**config.mk**
```make
export PLATFORM = sky130hd
export DESIGN_NAME = instr_encoder_loader
export DESIGN_NICKNAME = d
export VERILOG_FILES = /design/src/rtl/instr_encoder_loader.sv
export SDC_FILE = /design/constraint.sdc
export NUM_CORES = 1
export LEC_CHECK = 0
export ABC_CLOCK_PERIOD_IN_PS = 5100
export CORE_UTILIZATION = 60
export DETAILED_ROUTE_END_ITERATION = 6
export PLACE_DENSITY = 0.86
export SETUP_SLACK_MARGIN = 0.02
export SLEW_MARGIN = 0
export SYNTH_ARGS = -nofsm -noshare
export SYNTH_HDL_FRONTEND = slang
export SYNTH_SLANG_ARGS = --single-unit
```
**constraint.sdc**
```tcl
create_clock -name clk -period 5.1 [get_ports clk]
set_input_delay 0.51 -clock clk [delete_from_list [all_inputs] [get_ports clk]]
set_output_delay 0.51 -clock clk [all_outputs]
set_load 0.02 [all_outputs]
```
**src/rtl/instr_encoder_loader.sv**
```systemverilog
// instr_encoder_loader
//   Encodes symbolic instruction requests (kind + register/immediate fields)
//   into 16-bit instruction words. It streams those words into instruction
//   memory at consecutive addresses, starting at a base address sampled on
//   start. A small FIFO decouples request acceptance from memory back-pressure.
//
//   Optional feature macro: IMM_RANGE_CHECK_EN
//     defined   : I-type immediates that do not fit a signed 6-bit field set
//                 the sticky err_range flag. The word is still written with
//                 imm[5:0].
//     undefined : the immediate is silently truncated and err_range is tied 0.

module instr_encoder_loader #(
  parameter int AW         = 8,
  parameter int FIFO_DEPTH = 4
) (
  input  logic          clk,
  input  logic          rst,
  input  logic          start,
  input  logic [AW-1:0] base_addr,
  input  logic [AW:0]   count,
  output logic          busy,
  output logic          done,
  input  logic          req_valid,
  output logic          req_ready,
  input  logic [3:0]    req_kind,
  input  logic [2:0]    req_ra,
  input  logic [2:0]    req_rb,
  input  logic [2:0]    req_rd,
  input  logic [11:0]   req_imm,
  output logic          imem_we,
  output logic [AW-1:0] imem_addr,
  output logic [15:0]   imem_wdata,
  input  logic          imem_ready,
  output logic          err_illegal,
  output logic          err_range
);

  localparam int PW = $clog2(FIFO_DEPTH);
  localparam int CW = PW + 1;
  localparam int NW = AW + 1;
  localparam logic [CW-1:0] FIFO_FULL_CNT = CW'(FIFO_DEPTH);

  typedef enum logic [1:0] {
    ST_IDLE,
    ST_LOAD,
    ST_DRAIN,
    ST_DONE
  } state_e;

  // Session control state
  state_e        state_q, state_d;
  logic [AW-1:0] addr_q, addr_d;
  logic [NW-1:0] count_q, count_d;
  logic [NW-1:0] accepted_q, accepted_d;
  logic [NW-1:0] written_q, written_d;
  logic          err_illegal_q, err_illegal_d;
  logic          done_q, done_d;
  logic          imem_we_q, imem_we_d;

  // Encoded-word FIFO
  logic [15:0]   fifo_q [FIFO_DEPTH];
  logic [15:0]   fifo_d [FIFO_DEPTH];
  logic [PW-1:0] wr_ptr_q, wr_ptr_d;
  logic [PW-1:0] rd_ptr_q, rd_ptr_d;
  logic [CW-1:0] fifo_cnt_q, fifo_cnt_d;

  // Datapath handshakes
  logic [15:0] enc_word;
  logic        enc_legal;
  logic        fifo_full;
  logic        fifo_empty;
  logic        hs;
  logic        push;
  logic        pop;

  // Encoder: map the symbolic request onto the 16-bit instruction format.
  // NOTE: combinational blocks use blocking '=' and assign every output a
  // default first, so no path leaves a variable unassigned (no latch).
  always_comb begin
    enc_word  = '0;
    enc_legal = 1'b1;
    case (req_kind)
      4'd0, 4'd1, 4'd2, 4'd3: enc_word = {4'h0, req_ra, req_rb, req_rd, req_kind[2:0]};
      4'd4:                   enc_word = {4'd4,  req_ra, req_rb, req_imm[5:0]};
      4'd5:                   enc_word = {4'd11, req_ra, req_rb, req_imm[5:0]};
      4'd6:                   enc_word = {4'd15, req_ra, req_rb, req_imm[5:0]};
      4'd7:                   enc_word = {4'd8,  req_ra, req_rb, req_imm[5:0]};
      4'd8:                   enc_word = {4'd2,  req_imm};
      default:                enc_legal = 1'b0;
    endcase
  end

  assign fifo_full  = (fifo_cnt_q == FIFO_FULL_CNT);
  assign fifo_empty = (fifo_cnt_q == '0);
  assign req_ready  = (state_q == ST_LOAD) && !fifo_full && (accepted_q < count_q);
  assign hs         = req_valid && req_ready;
  assign push       = hs && enc_legal;
  assign pop        = imem_we_q && imem_ready;

  // FIFO next state: push at the tail, pop at the head, track occupancy.
  always_comb begin
    fifo_d     = fifo_q;
    wr_ptr_d   = wr_ptr_q;
    rd_ptr_d   = rd_ptr_q;
    fifo_cnt_d = fifo_cnt_q;
    if (push) begin
      fifo_d[wr_ptr_q] = enc_word;
      wr_ptr_d         = wr_ptr_q + PW'(1);
    end
    if (pop) begin
      rd_ptr_d = rd_ptr_q + PW'(1);
    end
    case ({push, pop})
      2'b10:   fifo_cnt_d = fifo_cnt_q + CW'(1);
      2'b01:   fifo_cnt_d = fifo_cnt_q - CW'(1);
      default: fifo_cnt_d = fifo_cnt_q;
    endcase
    // The write strobe follows occupancy one cycle later.
    imem_we_d = (fifo_cnt_d != '0);
  end

  // FIFO registers; storage is reset so imem_wdata reads 0 out of reset.
  // NOTE: this memory is small and drives an output port directly, so it is
  // reset; a large RAM would normally be left unreset.
  always_ff @(posedge clk or posedge rst) begin
    if (rst) begin
      for (int i = 0; i < FIFO_DEPTH; i++) begin
        fifo_q[i] <= '0;
      end
      wr_ptr_q   <= '0;
      rd_ptr_q   <= '0;
      fifo_cnt_q <= '0;
      imem_we_q  <= 1'b0;
    end else begin
      fifo_q     <= fifo_d;
      wr_ptr_q   <= wr_ptr_d;
      rd_ptr_q   <= rd_ptr_d;
      fifo_cnt_q <= fifo_cnt_d;
      imem_we_q  <= imem_we_d;
    end
  end

  // Session FSM next state: counters, address walk and sticky illegal flag.
  always_comb begin
    state_d       = state_q;
    addr_d        = addr_q;
    count_d       = count_q;
    accepted_d    = accepted_q;
    written_d     = written_q;
    err_illegal_d = err_illegal_q;
    done_d        = (state_q == ST_DONE);

    // A completed memory write advances the address and the written count.
    if (pop) begin
      addr_d    = addr_q + AW'(1);
      written_d = written_q + NW'(1);
    end

    case (state_q)
      ST_IDLE: begin
        if (start) begin
          addr_d        = base_addr;
          count_d       = count;
          accepted_d    = '0;
          written_d     = '0;
          err_illegal_d = 1'b0;
          state_d       = (count == '0) ? ST_DONE : ST_LOAD;
        end
      end
      ST_LOAD: begin
        if (push) begin
          accepted_d = accepted_q + NW'(1);
        end
        if (hs && !enc_legal) begin
          err_illegal_d = 1'b1;
        end
        if (accepted_q == count_q) begin
          state_d = ST_DRAIN;
        end
      end
      ST_DRAIN: begin
        if (fifo_empty && (written_q == count_q)) begin
          state_d = ST_DONE;
        end
      end
      ST_DONE: begin
        state_d = ST_IDLE;
      end
      default: begin
        state_d = ST_IDLE;
      end
    endcase
  end

  // Session FSM registers; reset aborts any session in progress.
  // NOTE: sequential blocks use non-blocking '<=' so every flop samples
  // values from before the clock edge.
  always_ff @(posedge clk or posedge rst) begin
    if (rst) begin
      state_q       <= ST_IDLE;
      addr_q        <= '0;
      count_q       <= '0;
      accepted_q    <= '0;
      written_q     <= '0;
      err_illegal_q <= 1'b0;
      done_q        <= 1'b0;
    end else begin
      state_q       <= state_d;
      addr_q        <= addr_d;
      count_q       <= count_d;
      accepted_q    <= accepted_d;
      written_q     <= written_d;
      err_illegal_q <= err_illegal_d;
      done_q        <= done_d;
    end
  end

`ifdef IMM_RANGE_CHECK_EN
  logic err_range_q, err_range_d;
  logic imm_itype;
  logic imm_bad;

  assign imm_itype = (req_kind >= 4'd4) && (req_kind <= 4'd7);
  assign imm_bad   = !((&req_imm[11:5]) || !(|req_imm[11:5]));

  // Range flag next state: cleared by start, set by an out-of-range I-type.
  always_comb begin
    err_range_d = err_range_q;
    if ((state_q == ST_IDLE) && start) begin
      err_range_d = 1'b0;
    end else if (hs && imm_itype && imm_bad) begin
      err_range_d = 1'b1;
    end
  end

  // Range flag register.
  always_ff @(posedge clk or posedge rst) begin
    if (rst) begin
      err_range_q <= 1'b0;
    end else begin
      err_range_q <= err_range_d;
    end
  end

  assign err_range = err_range_q;
`else
  assign err_range = 1'b0;
`endif

  assign busy        = (state_q == ST_LOAD) || (state_q == ST_DRAIN);
  assign done        = done_q;
  assign imem_we     = imem_we_q;
  assign imem_addr   = addr_q;
  assign imem_wdata  = fifo_q[rd_ptr_q];
  assign err_illegal = err_illegal_q;

endmodule

```
; After elaboration in Yosys (flattened, before gate mapping)
; Index checks and enable logic that the tools add are counted.
[word_totals]
register_bits = 111
inputBits = 47
output_inout_bits = 30
elab_cells = 98
[op_classes]
add_sub_neg = 7
n_lt_le_gt_ge = 4
n_eq_ne = 21
muxes = 26
bitwise = 2
n_reduce_logical = 23
[op_table]
columns = op, n
row1 = case mux 16 bit (6 select lines), 1
row2 = bitwise mux 64 bit, 1
row3 = 2-to-1 mux 16 bit, 3
row4 = 2-to-1 mux 9 bit, 5
row5 = binary-select mux 16 bit (select 2 bit), 1
row6 = demux 16 bit (select 2 bit), 1
row7 = 2-to-1 mux 8 bit, 3
row8 = "adder 9 x 1 -> 9 bit, second input constant", 2
row9 = == test 9 bit, 2
row10 = case mux 9 bit (2 select lines), 1
row11 = "== test 4 x 3 -> 1 bit, second input constant", 4
row12 = zero test 9 bit, 1
row13 = less-than comparator 9 bit, 1
row14 = AND reduction 3 bit, 3
row15 = OR reduction 9 bit, 1
row16 = "adder 8 x 1 -> 8 bit, second input constant", 1
row17 = "== test 4 x 2 -> 1 bit, second input constant", 2
row18 = logical AND 1 bit, 8
row19 = 2-to-1 mux 2 bit, 4
row20 = case mux 2 bit (4 select lines), 1
row21 = "== test 2 bit, second input constant", 3
row22 = "greater-or-equal comparator 3 bit, second input constant", 2
row23 = "!= test 2 bit, second input constant", 3
row24 = inverter 2 -> 3 bit, 2
row25 = other kinds (21), 27

; Longest topological paths before layout
[logic_depth]
ltp_word = 9
depth_mapped = 17
mapped_depth_nobuf = 14

; Least setup slack after synthesis
; No wires, ideal clock.
[synth_timing]
path_kind = reg2reg
start = reg state_q[1]
end = reg imem_we_q, in the netlist imem_we
setup_ns = 0.131
arrival_ns = 3.300
required_ns = 4.969
slack_ns = 1.668
stages_incl_launch_ff = 18
n_path_buf = 3
synth_period_minus_slack_ns = 3.432
path_cell_list = dfrtp_1 -> inv_1 -> ha_1 -> buf_4 -> nand2b_1 -> a221o_1 -> a2111oi_4 -> and2_1 -> buf_6 -> buf_12 -> inv_2 -> ha_1 -> inv_1 -> fa_1 -> xor2_1 -> nor2_1 -> xor2_1 -> or3_1
[synth_via]
elab_chain_len = 8
word_cells_on_any_way = 9
classes_between = 3 x eq/ne / 1 x mux / 5 x reduce/logical
[synth_lines]
columns = item, line
row1 = from (decl), 52  ; state_e state_q, state_d;
row2 = from (signal assigned), 209  ; state_q <= state_d;
row3 = == test 2 x 1 -> 1 bit *, 96  ; assign req_ready = (state_q == ST_LOAD) && !fifo_full && (accepted_q < count_q);
row4 = logical AND 1 bit * (2 in series), 96
row5 = named net req_ready, 25  ; output logic req_ready,
row6 = logical AND 1 bit *, 97  ; assign hs = req_valid && req_ready;
row7 = logical AND 1 bit *, 98  ; assign push = hs && enc_legal;
row8 = == test 2 x 1 -> 1 bit / == test 2 bit (equally long branches), 114  ; case ({push, pop})
row9 = case mux 3 bit (2 select lines) *, 114
row10 = named net fifo_cnt_d[2], 66  ; logic [CW-1:0] fifo_cnt_q, fifo_cnt_d;
row11 = nonzero test 3 bit *, 120  ; imem_we_d = (fifo_cnt_d != '0);
row12 = named net imem_we_d, 59  ; logic imem_we_q, imem_we_d;
row13 = to (signal assigned), 140  ; imem_we_q <= imem_we_d;
row14 = to (decl), 59
; The timed path passes the listed nets; every way through them passes the cells marked *.
; A chain may end at the register's enable or synchronous reset.

; Worst setup path in the final report
[layout_timing]
start = reg state_q[1]
end = reg imem_we_q, in the netlist imem_we
[layout_via]
elab_chain_len = 8
word_cells_on_any_way = 9
classes_between = 3 x eq/ne / 1 x mux / 5 x reduce/logical
[layout_lines]
columns = item, line
row1 = == test 2 x 1 -> 1 bit *, 96
row2 = logical AND 1 bit * (2 in series), 96
row3 = logical AND 1 bit *, 97
row4 = logical AND 1 bit *, 98
row5 = == test 2 x 1 -> 1 bit / == test 2 bit (equally long branches), 114
row6 = case mux 3 bit (2 select lines) *, 114
row7 = named net fifo_cnt_d[2], 66
row8 = nonzero test 3 bit *, 120
row9 = named net imem_we_d, 59
; Marks and branches as above.

==> report_table.html <==
<table>
<tr><th>Metric</th><th>Value</th></tr>
<tr><th colspan="2">Critical path</th></tr>
<tr><td>CP startpoint</td><td>state_q[1]</td></tr>
<tr><td>Maximum fanout along the worst path</td><td>19</td></tr>
<tr><td>Worst EP required</td><td>5370 ps</td></tr>
<tr><td>R2r startpoint</td><td>state_q[1]</td></tr>
<tr><td>Reg2reg end</td><td>imem_we</td></tr>
<tr><td>Path type of the worst setup path</td><td>reg2reg</td></tr>
<tr><td>Cell depth of the worst flop-to-flop path</td><td>15</td></tr>
<tr><td>FF-to-FF setup slack</td><td>1180 ps</td></tr>
<tr><td>Kind of end point of the critical path</td><td>flop</td></tr>
<tr><td>CP Launch Type</td><td>flop</td></tr>
<tr><td>Data arrival, critical path</td><td>4190 ps</td></tr>
<tr><th colspan="2">Cells and area</th></tr>
<tr><td>Final layout net count</td><td>644</td></tr>
<tr><td>Antenna cells</td><td>0</td></tr>
<tr><td>Area Overhead vs Synth</td><td>17.4%</td></tr>
<tr><td>Fraction of layout cells with a size suffix above 1</td><td>19.0%</td></tr>
<tr><td>Post-layout util</td><td>73.4%</td></tr>
<tr><td>Number of fill cells in the layout</td><td>around 670</td></tr>
<tr><th colspan="2">Clock tree</th></tr>
<tr><td>Bufs on Longest Clock Path</td><td>2</td></tr>
<tr><td>CTS resizes</td><td>0</td></tr>
<tr><td>Post-CTS Setup Repair Bufs</td><td>0</td></tr>
<tr><td>Hold buffer count at CTS</td><td>0</td></tr>
<tr><td>Sinks on Clock Net</td><td>between 100 and 150</td></tr>
<tr><td>Clock latency reported for the late side of the worst-skew pair</td><td>380 ps</td></tr>
<tr><td>Clock transition at the registers of the reported paths</td><td>approximately 100 ps</td></tr>
<tr><td>Cell chosen for the clock root</td><td>sky130_fd_sc_hd__clkbuf_8</td></tr>
<tr><td>CTS tree</td><td>yes</td></tr>
<tr><td>Clock H-tree levels</td><td>3</td></tr>
<tr><td>Inserted Clock Buffers</td><td>9</td></tr>
<tr><th colspan="2">Min path</th></tr>
<tr><td>Hold Crit Start</td><td>fifo_q[23]</td></tr>
<tr><td>Hold path cells</td><td>1</td></tr>
<tr><td>Hold Path Sink</td><td>fifo_q[23]</td></tr>
<tr><td>Worst min path class</td><td>reg2reg</td></tr>
<tr><th colspan="2">Timing</th></tr>
<tr><td>Count of final setup violators</td><td>0</td></tr>
<tr><td>Max Transition Viols Final</td><td>0</td></tr>
<tr><td>Share of the clock period used by the worst path after layout</td><td>77.0%</td></tr>
<tr><td>RSZ-0062 raised after global routing</td><td>no</td></tr>
<tr><td>Min Tclk post-route</td><td>approximately 3900 ps</td></tr>
<tr><td>Final hold viol count</td><td>0</td></tr>
<tr><td>Clock skew after layout</td><td>around 9.7 ps</td></tr>
<tr><td>Top achievable clock speed</td><td>0.255 GHz</td></tr>
<tr><td>Relative max-transition margin</td><td>25.0%</td></tr>
<tr><td>Sum Neg Setup Slack</td><td>0 ps</td></tr>
<tr><td>Worst slew pin tran</td><td>roughly 1100 ps</td></tr>
<tr><th colspan="2">Floorplan</th></tr>
<tr><td>Starting density of the core</td><td>between 60% and 70%</td></tr>
<tr><td>Die outline area</td><td>0.0102 mm²</td></tr>
<tr><td>Die extent in y</td><td>between 100 and 150 µm</td></tr>
<tr><td>Floorplan Core Area</td><td>between 0.009 and 0.01 mm²</td></tr>
<tr><td>I/O pin count</td><td>between 70 and 80</td></tr>
<tr><td>Horizontal extent of the die</td><td>101 µm</td></tr>
<tr><td>Row Count</td><td>35</td></tr>
<tr><th colspan="2">Synth</th></tr>
<tr><td>Prevailing post-synth register cell</td><td>sky130_fd_sc_hd__dfrtp_1</td></tr>
<tr><td>#FFs+latches synth</td><td>111</td></tr>
<tr><td>Number of synthesized flops with an enable pin</td><td>0</td></tr>
<tr><td>Yosys cell types</td><td>between 50 and 60</td></tr>
<tr><td>Cell Area, Synth</td><td>0.00586 mm²</td></tr>
<tr><td>Top area cells in the synthesized netlist</td><td>sky130_fd_sc_hd__dfrtp_1, sky130_fd_sc_hd__mux2_2, sky130_fd_sc_hd__mux4_2</td></tr>
<tr><td>Count of yosys warnings during synthesis</td><td>0</td></tr>
<tr><td>Post-Syn Instances</td><td>507</td></tr>
<tr><td>Net Count, Synth</td><td>577</td></tr>
<tr><td>Avg Synthesized Cell Area</td><td>11.6 µm²</td></tr>
<tr><td>Library cell with the largest summed area after synthesis</td><td>sky130_fd_sc_hd__dfrtp_1</td></tr>
<tr><td>Sequential fraction of the synthesis area</td><td>47.4%</td></tr>
<tr><td>Share of synthesized registers carrying an async set or reset</td><td>100%</td></tr>
<tr><td>Synth top area share</td><td>a little under half</td></tr>
<tr><th colspan="2">Global routing</th></tr>
<tr><td>Total Routing Usage GR</td><td>27.4%</td></tr>
<tr><td>Via count of the first global-routing pass</td><td>roughly 4.4k</td></tr>
<tr><td>Initial antenna violation count</td><td>0</td></tr>
<tr><td>Pin count of the biggest net entering global routing</td><td>82</td></tr>
<tr><td>Overflow after GRT</td><td>0</td></tr>
<tr><td>Wire length of the first global-routing pass</td><td>21300 µm</td></tr>
<tr><th colspan="2">Routing</th></tr>
<tr><td>First DRT Iteration DRCs</td><td>185</td></tr>
<tr><td>WL per Instance</td><td>roughly 18 µm</td></tr>
<tr><td>Remaining DRCs</td><td>0</td></tr>
<tr><td>Post-Route WL</td><td>12700 µm</td></tr>
<tr><td>DR vias/cell</td><td>5.85</td></tr>
<tr><td>Post-detailed-route count of antenna-violating nets</td><td>0</td></tr>
<tr><td>Number of vias after detailed routing</td><td>between 4k and 5k</td></tr>
<tr><td>Count of TritonRoute iterations in the first routing pass</td><td>4</td></tr>
<tr><th colspan="2">Pwr</th></tr>
<tr><td>Leakage power</td><td>around 3.2 nW</td></tr>
<tr><td>Areal power density over the cells</td><td>around 510 mW/mm²</td></tr>
<tr><td>Maximum ir drop on the vdd rail</td><td>0.265 mV</td></tr>
<tr><th colspan="2">Placed design</th></tr>
<tr><td>Number of buffers inserted by port buffering</td><td>75</td></tr>
<tr><td>Weighted congestion reported at the end of routability-driven placement</td><td>0.894</td></tr>
<tr><td>Post-DP HPWL</td><td>8870 µm</td></tr>
<tr><th colspan="2">Run</th></tr>
<tr><td>Number of violations of the max-capacitance limit</td><td>0</td></tr>
<tr><th colspan="2">Status</th></tr>
<tr><td>Result of the run</td><td>finished, final reports clean</td></tr>
</table>
==> placed cells by master (no fill, tap or decap), drive strengths merged, types with 2 or more instances in the layout <==
| cell type | instances |
|---|---|
| nand3b | 2 |
| and2 | 5 |
| nand2 | 55 |
| mux4 | 16 |
| xor2 | 20 |
| nor3 | 3 |
| clkinvlp | 2 |
| inv | 31 |
| nand2b | 4 |
| a2111oi | 3 |
| nand3 | 14 |
| and3 | 5 |
| a2111o | 2 |
| nor2 | 20 |
| xnor2 | 8 |
| nand4 | 10 |
| mux2 | 64 |
| clkdlybuf4s50 | 75 |
| o31ai | 2 |
| clkbuf | 11 |
| a31oi | 2 |
| o21ai | 42 |
| dfrtp | 111 |
| nand4b | 2 |
| mux2i | 9 |
| a21oi | 9 |
| or3 | 4 |
| buf | 5 |
| o211ai | 3 |
| ha | 22 |
| nor4 | 5 |
==> flip-flops by register name, indices dropped and copies added, names as in the netlist <==
signal and cells:
count_q 9, fifo_cnt_q 3, rd_ptr_q 2, done 1, err_illegal 1, state_q 2, imem_addr 8, accepted_q 9
wr_ptr_q 2, imem_we 1, written_q 9, fifo_q 64
==> cell type report <==
cell class	count	area [µm²]	area share [%]
clock inverters	5	65.1	0.945
repair buffers	80	788	11.5
inverters	29	111	1.62
well taps	129	161	2.35
multi-input cells	343	2850	41.4
clock buffers	11	131	1.91
flip-flops and latches	111	2780	40.4
==> Yosys cell counts, types with 3 or more instances <==
cell,count
sky130_fd_sc_hd__nor3_1,3
sky130_fd_sc_hd__nand2b_1,4
sky130_fd_sc_hd__nor4_1,5
sky130_fd_sc_hd__mux2i_1,9
sky130_fd_sc_hd__mux4_2,16
sky130_fd_sc_hd__nand4_1,10
sky130_fd_sc_hd__buf_2,3
sky130_fd_sc_hd__inv_1,28
sky130_fd_sc_hd__nand2_2,3
sky130_fd_sc_hd__and3_1,5
sky130_fd_sc_hd__mux2_4,10
sky130_fd_sc_hd__ha_1,22
sky130_fd_sc_hd__mux2_2,54
sky130_fd_sc_hd__and2_1,4
sky130_fd_sc_hd__nand2_1,51
sky130_fd_sc_hd__dfrtp_1,111
sky130_fd_sc_hd__or3_1,4
sky130_fd_sc_hd__o211ai_1,3
sky130_fd_sc_hd__a21oi_1,9
sky130_fd_sc_hd__xnor2_1,8
sky130_fd_sc_hd__clkbuf_1,15
sky130_fd_sc_hd__o21ai_0,42
sky130_fd_sc_hd__nor2_1,20
sky130_fd_sc_hd__xor2_1,20
sky130_fd_sc_hd__nand3_1,14
==> metal layers <==
layer	global-route usage (%)	wire, µm
met1	34.6	5430
met2	47.3	6320
met3	5.20	641
met4	9.92	263
met5	0	0
==> worst max-delay path: stages (launching register included) <==
cell                        delay [ps]
sky130_fd_sc_hd__dfrtp_1           430
sky130_fd_sc_hd__inv_1             110
sky130_fd_sc_hd__ha_1              590
sky130_fd_sc_hd__nand2b_1          110
sky130_fd_sc_hd__a221o_1           320
sky130_fd_sc_hd__a2111oi_4         540
sky130_fd_sc_hd__and2_1            200
sky130_fd_sc_hd__buf_4             210
sky130_fd_sc_hd__inv_2             110
sky130_fd_sc_hd__ha_1              240
sky130_fd_sc_hd__inv_1              80
sky130_fd_sc_hd__fa_1              190
sky130_fd_sc_hd__xor2_1            170
sky130_fd_sc_hd__nor2_1             70
sky130_fd_sc_hd__xor2_1            150
sky130_fd_sc_hd__or3_1             300
==> how the worst max path moves through the flow <==
stage	end	slack (ps)	cells past startpoint
2_1_floorplan	accepted_q[0]	1660	1
3_3_place_gp	imem_we	1500	15
3_5_place_dp	imem_we	1230	15
4_1_cts	imem_we	1230	15
5_1_grt	imem_we	970	15
6_report	imem_we	1180	15
==> per-stage QoR <==
stage	setup slack, ps	hold slack (ps)	area [µm²]	power (mW)	instances
3_5_place_dp	1230	490	6690	2.99	692
2_1_floorplan	1660	474	5860	2.47	507
4_1_cts	1230	514	6880	3.53	708
3_3_place_gp	1500	482	6690	2.89	692
5_1_grt	969	518	6880	3.74	708
6_report	1180	511	6880	3.52	708
==> where the power goes <==
part           internal [mW]  total (mW)  switching, mW
registers               1.20        1.49          0.295
clock network          0.233       0.538          0.305
logic                  0.787        1.49          0.699
==> kinds of logic (layout without fill, tap and decap cells) <==
| family | count (synthesis) | in the layout | share of synthesized area (%) |
|---|---|---|---|
| buffers and inverters | 53 | 125 | 4.12 |
| other | 1 | 1 | 0.0640 |
| adders and majority gates | 23 | 23 | 5.04 |
| and+or+nand+nor | 132 | 132 | 11.0 |
| muxes | 89 | 89 | 20.6 |
| DFF | 111 | 111 | 47.4 |
| xor gates and xnor gates | 28 | 28 | 4.18 |
| AOI/OAI and AO/OA | 70 | 70 | 7.62 |
Note: power is estimated with default switching activity, not from simulation.
